## config.mk

```make
export PLATFORM = sky130hd
export DESIGN_NAME = uart_rx
export DESIGN_NICKNAME = d
export VERILOG_FILES = /design/src/rtl/uart_rx.sv
export SDC_FILE = /design/constraint.sdc
export NUM_CORES = 1
export LEC_CHECK = 0
export ABC_AREA = 1
export CAP_MARGIN = 20
export CORE_ASPECT_RATIO = 0.9
export CORE_MARGIN = 2
export CORE_UTILIZATION = 50
export DETAILED_ROUTE_END_ITERATION = 16
export PLACE_DENSITY_LB_ADDON = 0.05
export SYNTH_ARGS = -nofsm -noshare
export SYNTH_HDL_FRONTEND = slang
export SYNTH_SLANG_ARGS = --single-unit
```

## constraint.sdc

```tcl
create_clock -name clk -period 1.89 [get_ports clk]
set_input_delay 0.189 -clock clk [delete_from_list [all_inputs] [get_ports clk]]
set_output_delay 0.189 -clock clk [all_outputs]
set_load 0.03 [all_outputs]
```

## src/rtl/uart_rx.sv

```systemverilog
// rtl/uart_rx.sv - 8N1 UART receiver with mid-bit sampling, glitch/framing checks and a one-byte holding register
module uart_rx #(
    parameter int CLK_HZ = 50000000,
    parameter int BAUD   = 115200
) (
    input  logic       clk,
    input  logic       rst,
    input  logic       rx_i,
    output logic [7:0] rx_data,
    output logic       rx_valid,
    input  logic       rx_ready,
    output logic       busy,
    output logic       frame_err,
    output logic       overrun
);

    localparam int CPB  = CLK_HZ / BAUD;
    localparam int HALF = CPB / 2;
    localparam int CW   = $clog2(CPB);
    localparam logic [CW-1:0] CNT_HALF = CW'(HALF - 1);
    localparam logic [CW-1:0] CNT_BIT  = CW'(CPB - 1);

    if (CPB < 4) begin : g_cpb_check
        $error("uart_rx: CLK_HZ/BAUD must be at least 4");
    end

    typedef enum logic [2:0] {IDLE, START, DATA, STOP, BRK} state_t;

    state_t        state, state_n;
    logic [CW-1:0] cnt, cnt_n;
    logic [2:0]    idx, idx_n;
    logic [7:0]    shift, shift_n;
    logic          done, done_n, ferr_n;
    logic          sync1, s;

    // Both stages preset to 1 so reset never looks like a start edge
    always_ff @(posedge clk or posedge rst) begin
        if (rst) begin
            sync1 <= 1'b1;
            s     <= 1'b1;
        end else begin
            sync1 <= rx_i;
            s     <= sync1;
        end
    end

    always_ff @(posedge clk or posedge rst) begin
        if (rst) begin
            state     <= IDLE;
            cnt       <= '0;
            idx       <= '0;
            shift     <= '0;
            done      <= 1'b0;
            frame_err <= 1'b0;
        end else begin
            state     <= state_n;
            cnt       <= cnt_n;
            idx       <= idx_n;
            shift     <= shift_n;
            done      <= done_n;
            frame_err <= ferr_n;
        end
    end

    always_comb begin
        state_n = state;
        cnt_n   = cnt + 1'b1;
        idx_n   = idx;
        shift_n = shift;
        done_n  = 1'b0;
        ferr_n  = 1'b0;
        case (state)
            IDLE: begin
                cnt_n = '0;
                if (!s) state_n = START;
            end
            START: begin
                if (cnt == CNT_HALF) begin
                    cnt_n   = '0;
                    idx_n   = '0;
                    state_n = s ? IDLE : DATA;
                end
            end
            DATA: begin
                if (cnt == CNT_BIT) begin
                    cnt_n   = '0;
                    shift_n = {s, shift[7:1]};
                    idx_n   = idx + 3'd1;
                    if (idx == 3'd7) state_n = STOP;
                end
            end
            STOP: begin
                if (cnt == CNT_BIT) begin
                    cnt_n = '0;
                    if (s) begin
                        done_n  = 1'b1;
                        state_n = IDLE;
                    end else begin
                        ferr_n  = 1'b1;
                        state_n = BRK;
                    end
                end
            end
            BRK: begin
                // A held-low line must return high before another start is accepted
                cnt_n = '0;
                if (s) state_n = IDLE;
            end
            default: state_n = IDLE;
        endcase
    end

    always_ff @(posedge clk or posedge rst) begin
        if (rst) begin
            rx_data  <= '0;
            rx_valid <= 1'b0;
            overrun  <= 1'b0;
        end else begin
            overrun <= 1'b0;
            if (done) begin
                if (!rx_valid || rx_ready) begin
                    rx_data  <= shift;
                    rx_valid <= 1'b1;
                end else begin
                    overrun <= 1'b1;
                end
            end else if (rx_valid && rx_ready) begin
                rx_valid <= 1'b0;
            end
        end
    end

    assign busy = (state != IDLE);

endmodule

```

==> flow_metrics.env <==
export IMPL_outcome="finished, final reports clean"
export IMPL_wirelength_mm=3.24
export IMPL_dp_cells=251
export IMPL_syn_area_sq_um=1780
export IMPL_syn_to_final_growth_pct=17.8
export IMPL_path_cells="nor2_1, nand2_1, clkdlybuf4s50_1"
export IMPL_firstDrtPassIters=4
export IMPL_yosysWarnings=0
export IMPL_postRouteAntennaNets=0
export IMPL_place_gp_congestion=0.827
export IMPL_finalCriticalPeriod_ns=1.78
export IMPL_grt_usage_pct=18.5
export IMPL_slowest_stage="clkdlybuf4s50_1"
export IMPL_grt_pass1_wl_mm=5.51
export IMPL_ys_seq_elements=37
export IMPL_holdCritPathClass="in2reg"
export IMPL_synth_fp_nets=202
export IMPL_clockPowerShare_pct=46.2
export IMPL_grt_max_degree=38
export IMPL_ctsRootBufferMaster="clkbuf_8"
export IMPL_cap_violations=0
export IMPL_ir_drop_v=0.000561
export IMPL_cts_sinks=37
export IMPL_first_global_vias=1239
export IMPL_startpoint_type="flip-flop"
export IMPL_via_per_inst=4.94
export IMPL_power_leakage_uw=0.00102
export IMPL_crit_arrival_ns=1.59
export IMPL_fillers=295
export IMPL_syn_area_per_cell_sq_um=9.24
export IMPL_worst_ep_required_time_ns=1.70
export IMPL_cp_buffers_inverters=1
export IMPL_cts_hold_buffers=0
export IMPL_swShare_pct=19.4
export IMPL_die_w_um=67.0
export IMPL_io_pins=16
export IMPL_crit_path_max_fanout=6
export IMPL_cpPeakStageDelay_ns=0.59
export IMPL_pwr_share_seq_pct=52.1
export IMPL_drt_iter0_drc=70
export IMPL_initial_core_util_pct=52.4
export IMPL_vias=1279
export IMPL_pwr_share_comb_pct=1.6
export IMPL_clock_path_buffers=2
export IMPL_tightest_slew_ns=0.446
export IMPL_clock_latency_ns=0.28
export IMPL_maxSlewHeadroom_pct=70.2
export IMPL_yosysUniqueCellTypes=30
export IMPL_slew_violations=0
export IMPL_netlist_instances=193
export IMPL_antenna_found_initial=0
export IMPL_numPortBuffers=15
export IMPL_layout_setup_ws_ns=0.107
export IMPL_post_cts_buffers=0
export IMPL_skew_ns=0.00438
export IMPL_min_period_over_period_pct=94.4
export IMPL_htreeDepth=2
export IMPL_p_sw_uw=297
export IMPL_place_hpwl_mm=2.46
export IMPL_num_rows=20
export IMPL_finalSetupTns_ns=0
export IMPL_die_h_um=60.7
export IMPL_wl_per_cell_um=12.5
export IMPL_rsz0062_at_grt="false"
export IMPL_fp_dieArea_sq_um=4060
export IMPL_tritoncts="done"
export IMPL_diodes=0
export IMPL_final_setup_viol_count=0
export IMPL_tritoncts_num_buffers=5
export IMPL_reg2reg_setup_slack_ns=0.33
export IMPL_pre_cts_ws_ns=0.310
export IMPL_drive_above_1_share_pct=18.6
export IMPL_crit_path_end_kind="primary output"
export IMPL_crit_family="buffers and inverters"
export IMPL_gr_total_overflow=0
export IMPL_drc_errors=0
export IMPL_max_freq_mhz=561
export IMPL_critical_path_class="reg2out"
export IMPL_fin_nets=223
export IMPL_power_density_nw_per_um2=727
export IMPL_hold_viol=0
export IMPL_stdcell_count=259
export IMPL_seq_area_frac_synth_pct=52.0
export IMPL_power_internal_uw=1230
export IMPL_core_area_sq_um=3400
export IMPL_clk_pin_slew_ns=0.07
export IMPL_hold_ws_ns=0.307
export IMPL_ctsResizeCount=0
==> path summary, 6_finish.rpt <==
kind / from / endpoint / depth (start not counted)
worst max-delay path: state[0]$_DFFE_PP0P_ / busy / 3
worst min-delay path: rx_i / sync1$_DFF_PP1_ / 1
worst max register to register: cnt[1]$_DFF_PP0_ / idx[0]$_DFFE_PP0P_ / 9
worst min register to register: sync1$_DFF_PP1_ / s$_DFF_PP1_ / 0
max in group asynchronous: rst / s$_DFF_PP1_ / 3
min in group asynchronous: rst / shift[5]$_DFFE_PP0P_ / 3
==> stage by stage <==
step           utilization (%)  cell area (sq um)  total power, uW
3_5_place_dp              58.2               1980              838
4_1_cts                   61.8               2100             1550
3_3_place_gp              58.2               1980              838
2_1_floorplan                -               1780              825
5_1_grt                   61.8               2100             1590
6_report                  61.8               2100             1530
==> per-layer routing <==
metal	vias up	GRT usage [%]	part of all wire [%]
li1	654	-	-
met1	600	25.2	48
met2	23	29.3	48
met3	2	5.94	3.2
met4	0	4.08	0.25
met5	-	0	0
==> power groups by stage <==
stage	combinational, uW	sequential [uW]	clock, uW
2_1_floorplan	13.5	812	0
3_3_place_gp	25.7	812	0
3_5_place_dp	26.1	812	0
4_1_cts	26.2	797	723
5_1_grt	29.0	797	760
6_report	24.7	797	707
==> flip-flops by register name, summed over array words and instances (netlist names) <==
register	count
sync1	1
overrun	1
shift	8
rx_data	8
rx_valid	1
frame_err	1
cnt	9
s	1
idx	3
state	3
done	1
==> cell usage after synthesis <==
library cell  number  area share (%)
nand3_4            2             2.0
inv_2              3            0.63
nand2_1           50              11
buf_6              1            0.63
nand4_1            4             1.4
nor2_8             1             1.1
nor2_4             1            0.63
or2_2              1            0.35
nor3_1             3            0.84
a21oi_2            1            0.49
inv_1             26             5.5
o21ai_4            1            0.91
a31oi_1            1            0.35
dfrtp_1           35              49
o21ai_0            8             2.2
o21ai_2            7             3.4
o21bai_1           1            0.42
nand2_4            1            0.63
nand3_2            2             1.1
dfstp_2            2             2.9
nor2_1            13             2.7
nor2_2             1            0.35
mux2_2             2             1.3
a21oi_4            1            0.91
ha_1               5             3.5
nand2_2            4             1.4
nand3_1           11             3.1
o21ai_1            3            0.84
clkbuf_1           1            0.21
and2_4             1            0.49
==> kinds of logic after synthesis <==
kind of cell | count (synthesis) | share of synthesized area, %
AOI/OAI and AO/OA | 23 | 9.61
adders and majority gates | 5 | 3.51
buffers and inverters | 31 | 6.94
DFF | 37 | 52.0
muxes | 2 | 1.26
and+or+nand+nor | 95 | 26.6
==> cell type report <==
cell class	count	area (sq um)	area share, %
Sequential cell	37	928	44.2
Timing Repair Buffer	16	158	7.50
Clock buffer	6	82.6	3.93
Multi-Input combinational cell	125	732	34.8
Tap cell	44	55.1	2.62
Clock inverter	2	37.5	1.79
Inverter	29	109	5.18
==> cells in the final DEF, fill, tap and decap left out <==
cell	count
nand2_1	50
dfrtp_1	35
inv_1	26
clkdlybuf4s50_1	15
nor2_1	13
nand3_1	11
o21ai_0	8
o21ai_2	7
clkbuf_8	6
ha_1	5
nand2_2	4
nand4_1	4
inv_2	3
nor3_1	3
o21ai_1	3
nand3_4	2
nand3_2	2
mux2_2	2
dfstp_2	2
nor2_2	1
nor2_4	1
nor2_8	1
or2_2	1
nand2_4	1
o21ai_4	1
o21bai_1	1
and2_4	1
a31oi_1	1
a21oi_4	1
a21oi_2	1
bufinv_16	1
clkinvlp_4	1
buf_4	1
Power figures use the tool's default switching activity.
==> RTL change: new RTL, config.mk and constraints unchanged <==
The 5 states of `state_t` get a one-hot encoding in 5 bits.
--- a/src/rtl/uart_rx.sv
+++ b/src/rtl/uart_rx.sv
@@ -26,3 +26,3 @@
 
-    typedef enum logic [2:0] {IDLE, START, DATA, STOP, BRK} state_t;
+    typedef enum logic [4:0] {IDLE = 5'b00001, START = 5'b00010, DATA = 5'b00100, STOP = 5'b01000, BRK = 5'b10000} state_t;
 
Check against the original RTL: same outputs for any inputs over 10 cycles, from zero or initial values and one cycle with rst high; not proved beyond that.
==> RTL change against the unedited design <==
Sequential cell count up 2. Critical path depth rose by 1. Setup slack better by 0.00066 ns. Routed wire length up 9.5%. Area after synthesis is 6.0% higher. Critical path type unchanged. Count of clock-buffer cells in the layout down 1. Cell area is 5.5% higher. Register-to-register slack worse by 0.03 ns.
Power is not compared: it rests on default switching activity, and its combinational part moved more than twofold at a synthesized area within 25%.
==> RTL change: results (changes against the unedited design) <==
Initial Utilization -> 51.43% (was 52.43%)
Ratio of cells with drive above 1 in the final layout -> 17.47% (was 18.60%)
Reg clk slew, reported paths -> 0.08 ns
Number of global-route vias before repair -> 1442 (was 1239)
HPWL after DPL -> 2.526 mm (was 2.463 mm)
Least-Margin Pin Slew -> 0.4749 ns (was 0.4459 ns)
Vias per cell -> 5.069 (was 4.938)
First-pass GRT wire length -> 6.403 mm (was 5.513 mm)
Register area share after synthesis -> 51.79% (was 52.03%)
Clk buf depth -> 2 (unchanged)
Synth top area cells -> dfrtp_1 (48%), nand2_1 (9.1%), inv_1 (5.2%) (was dfrtp_1 (49%), nand2_1 (11%), inv_1 (5.5%))
Multiplexer area fraction after synthesis -> 0.5952% (was 1.262%)
Hold WC Path Type -> primary input to asynchronous set/reset pin (was primary input to flip-flop)
Total CTS buffers -> 5 (unchanged)
Top flop regs -> cnt: 9 flops, rx_data: 8 flops, shift: 8 flops (unchanged)
Largest net degree at the start of global routing -> 40 (was 38)
Routability cong. -> 0.8931 (was 0.8272)
Crit path from -> state[0] (unchanged)
Synth top cells by count -> nand2_1 (46), dfrtp_1 (36), inv_1 (26) (was nand2_1 (50), dfrtp_1 (35), inv_1 (26))
Adder-cell share of the synthesized area -> 3.307% (was 3.506%)
Synth Area in XOR/XNOR -> 3.241% (was 0%)
Final net count -> 237 (was 223)
GR Util All Layers -> 19.86% (was 18.47%)
Drt pass-1 iters -> 4 (unchanged)
Worst-Skew Late Latency -> 0.29 ns
WL per Instance -> 12.91 um (was 12.52 um)
Root Buffer -> clkbuf_8 (unchanged)
Flop2flop setup slack -> 0.30 ns (was 0.33 ns)
Synth unique cells -> 31 (was 30)
DR iter-0 viols -> 84 (was 70)
Mapped Nets -> 214 (was 202)
Status -> completed (unchanged)
Synth Area in Compound Gates -> 8.333% (was 9.607%)
Switch Pwr -> 0.9616 mW
CP max FO -> 4 (was 6)
Clk_skew -> 0.005128 ns (was 0.004385 ns)
## RTL change: power by group through the flow
stage,logic [mW],registers (mW),clock network [mW]
5_1_grt,0.977,1.02,0.746
6_report,0.882,1.01,0.689
2_1_floorplan,0.683,1.01,0
4_1_cts,0.881,1.01,0.715
3_3_place_gp,0.847,1.02,0
3_5_place_dp,0.884,1.03,0
## RTL change: final cells by class
class                      instances  area [um2]
fill                             324        1460
sequential                        39       979.7
multi-input combinational        134       782.0
timing repair buffer              18       171.4
inverter                          30       115.1
clock buffer                       5       68.82
tap                               46       57.56
clock inverter                     3       43.79
## RTL change: layer usage
metal | routed length (um) | share of wire (%) | vias to the layer above | GRT usage [%]
met5 | 0 | 0 | - | 0
met4 | 46 | 1.3 | 0 | 6.618
met3 | 123 | 3.5 | 4 | 7.246
met2 | 1753 | 49 | 26 | 32.09
met1 | 1625 | 46 | 668 | 24.19
li1 | - | - | 696 | -
## RTL change: worst max-delay path, cell delays in order (launching register included)
cell and delay (ns):
dfstp_2 0.56, inv_1 0.06, nor2_1 0.12, nand3_1 0.16, dlygate4sd2_1 0.40
## RTL change: worst paths after layout
kind | end | depth (start not counted)
setup / recovery | busy | 4
hold / removal | shift[2] | 3
setup reg to reg | idx[2] | 9
hold reg to reg | s | 0
max in group asynchronous | s | 3
min in group clk | sync1 | 1
## RTL change: what timing repair did
item                       4_1_cts  5_1_grt
hold buffers                     0        0
gates resized for setup          1        0
setup buffers                    0        0
setup endpoints to repair        1        0
## RTL change: cell families (layout without fill, tap and decap cells)
family,Yosys count,in the layout
compound gates,29,29
xor+xnor,7,7
fa+ha+maj,5,5
buf+inv,32,56
flops,39,39
mux,1,1
simple gates,92,92
## RTL change: stage by stage
stage               setup WS (ns)  hold slack (ns)  instances  instance area [um2]
detailed placement         0.1861           0.3473        267                 2107
CTS                       0.09254           0.3026        275                 2218
global placement           0.2300           0.3458        267                 2107
global route              0.02584           0.2963        275                 2218
floorplan                  0.3373           0.1935        205                 1892
finish                     0.1072           0.3063        275                 2218
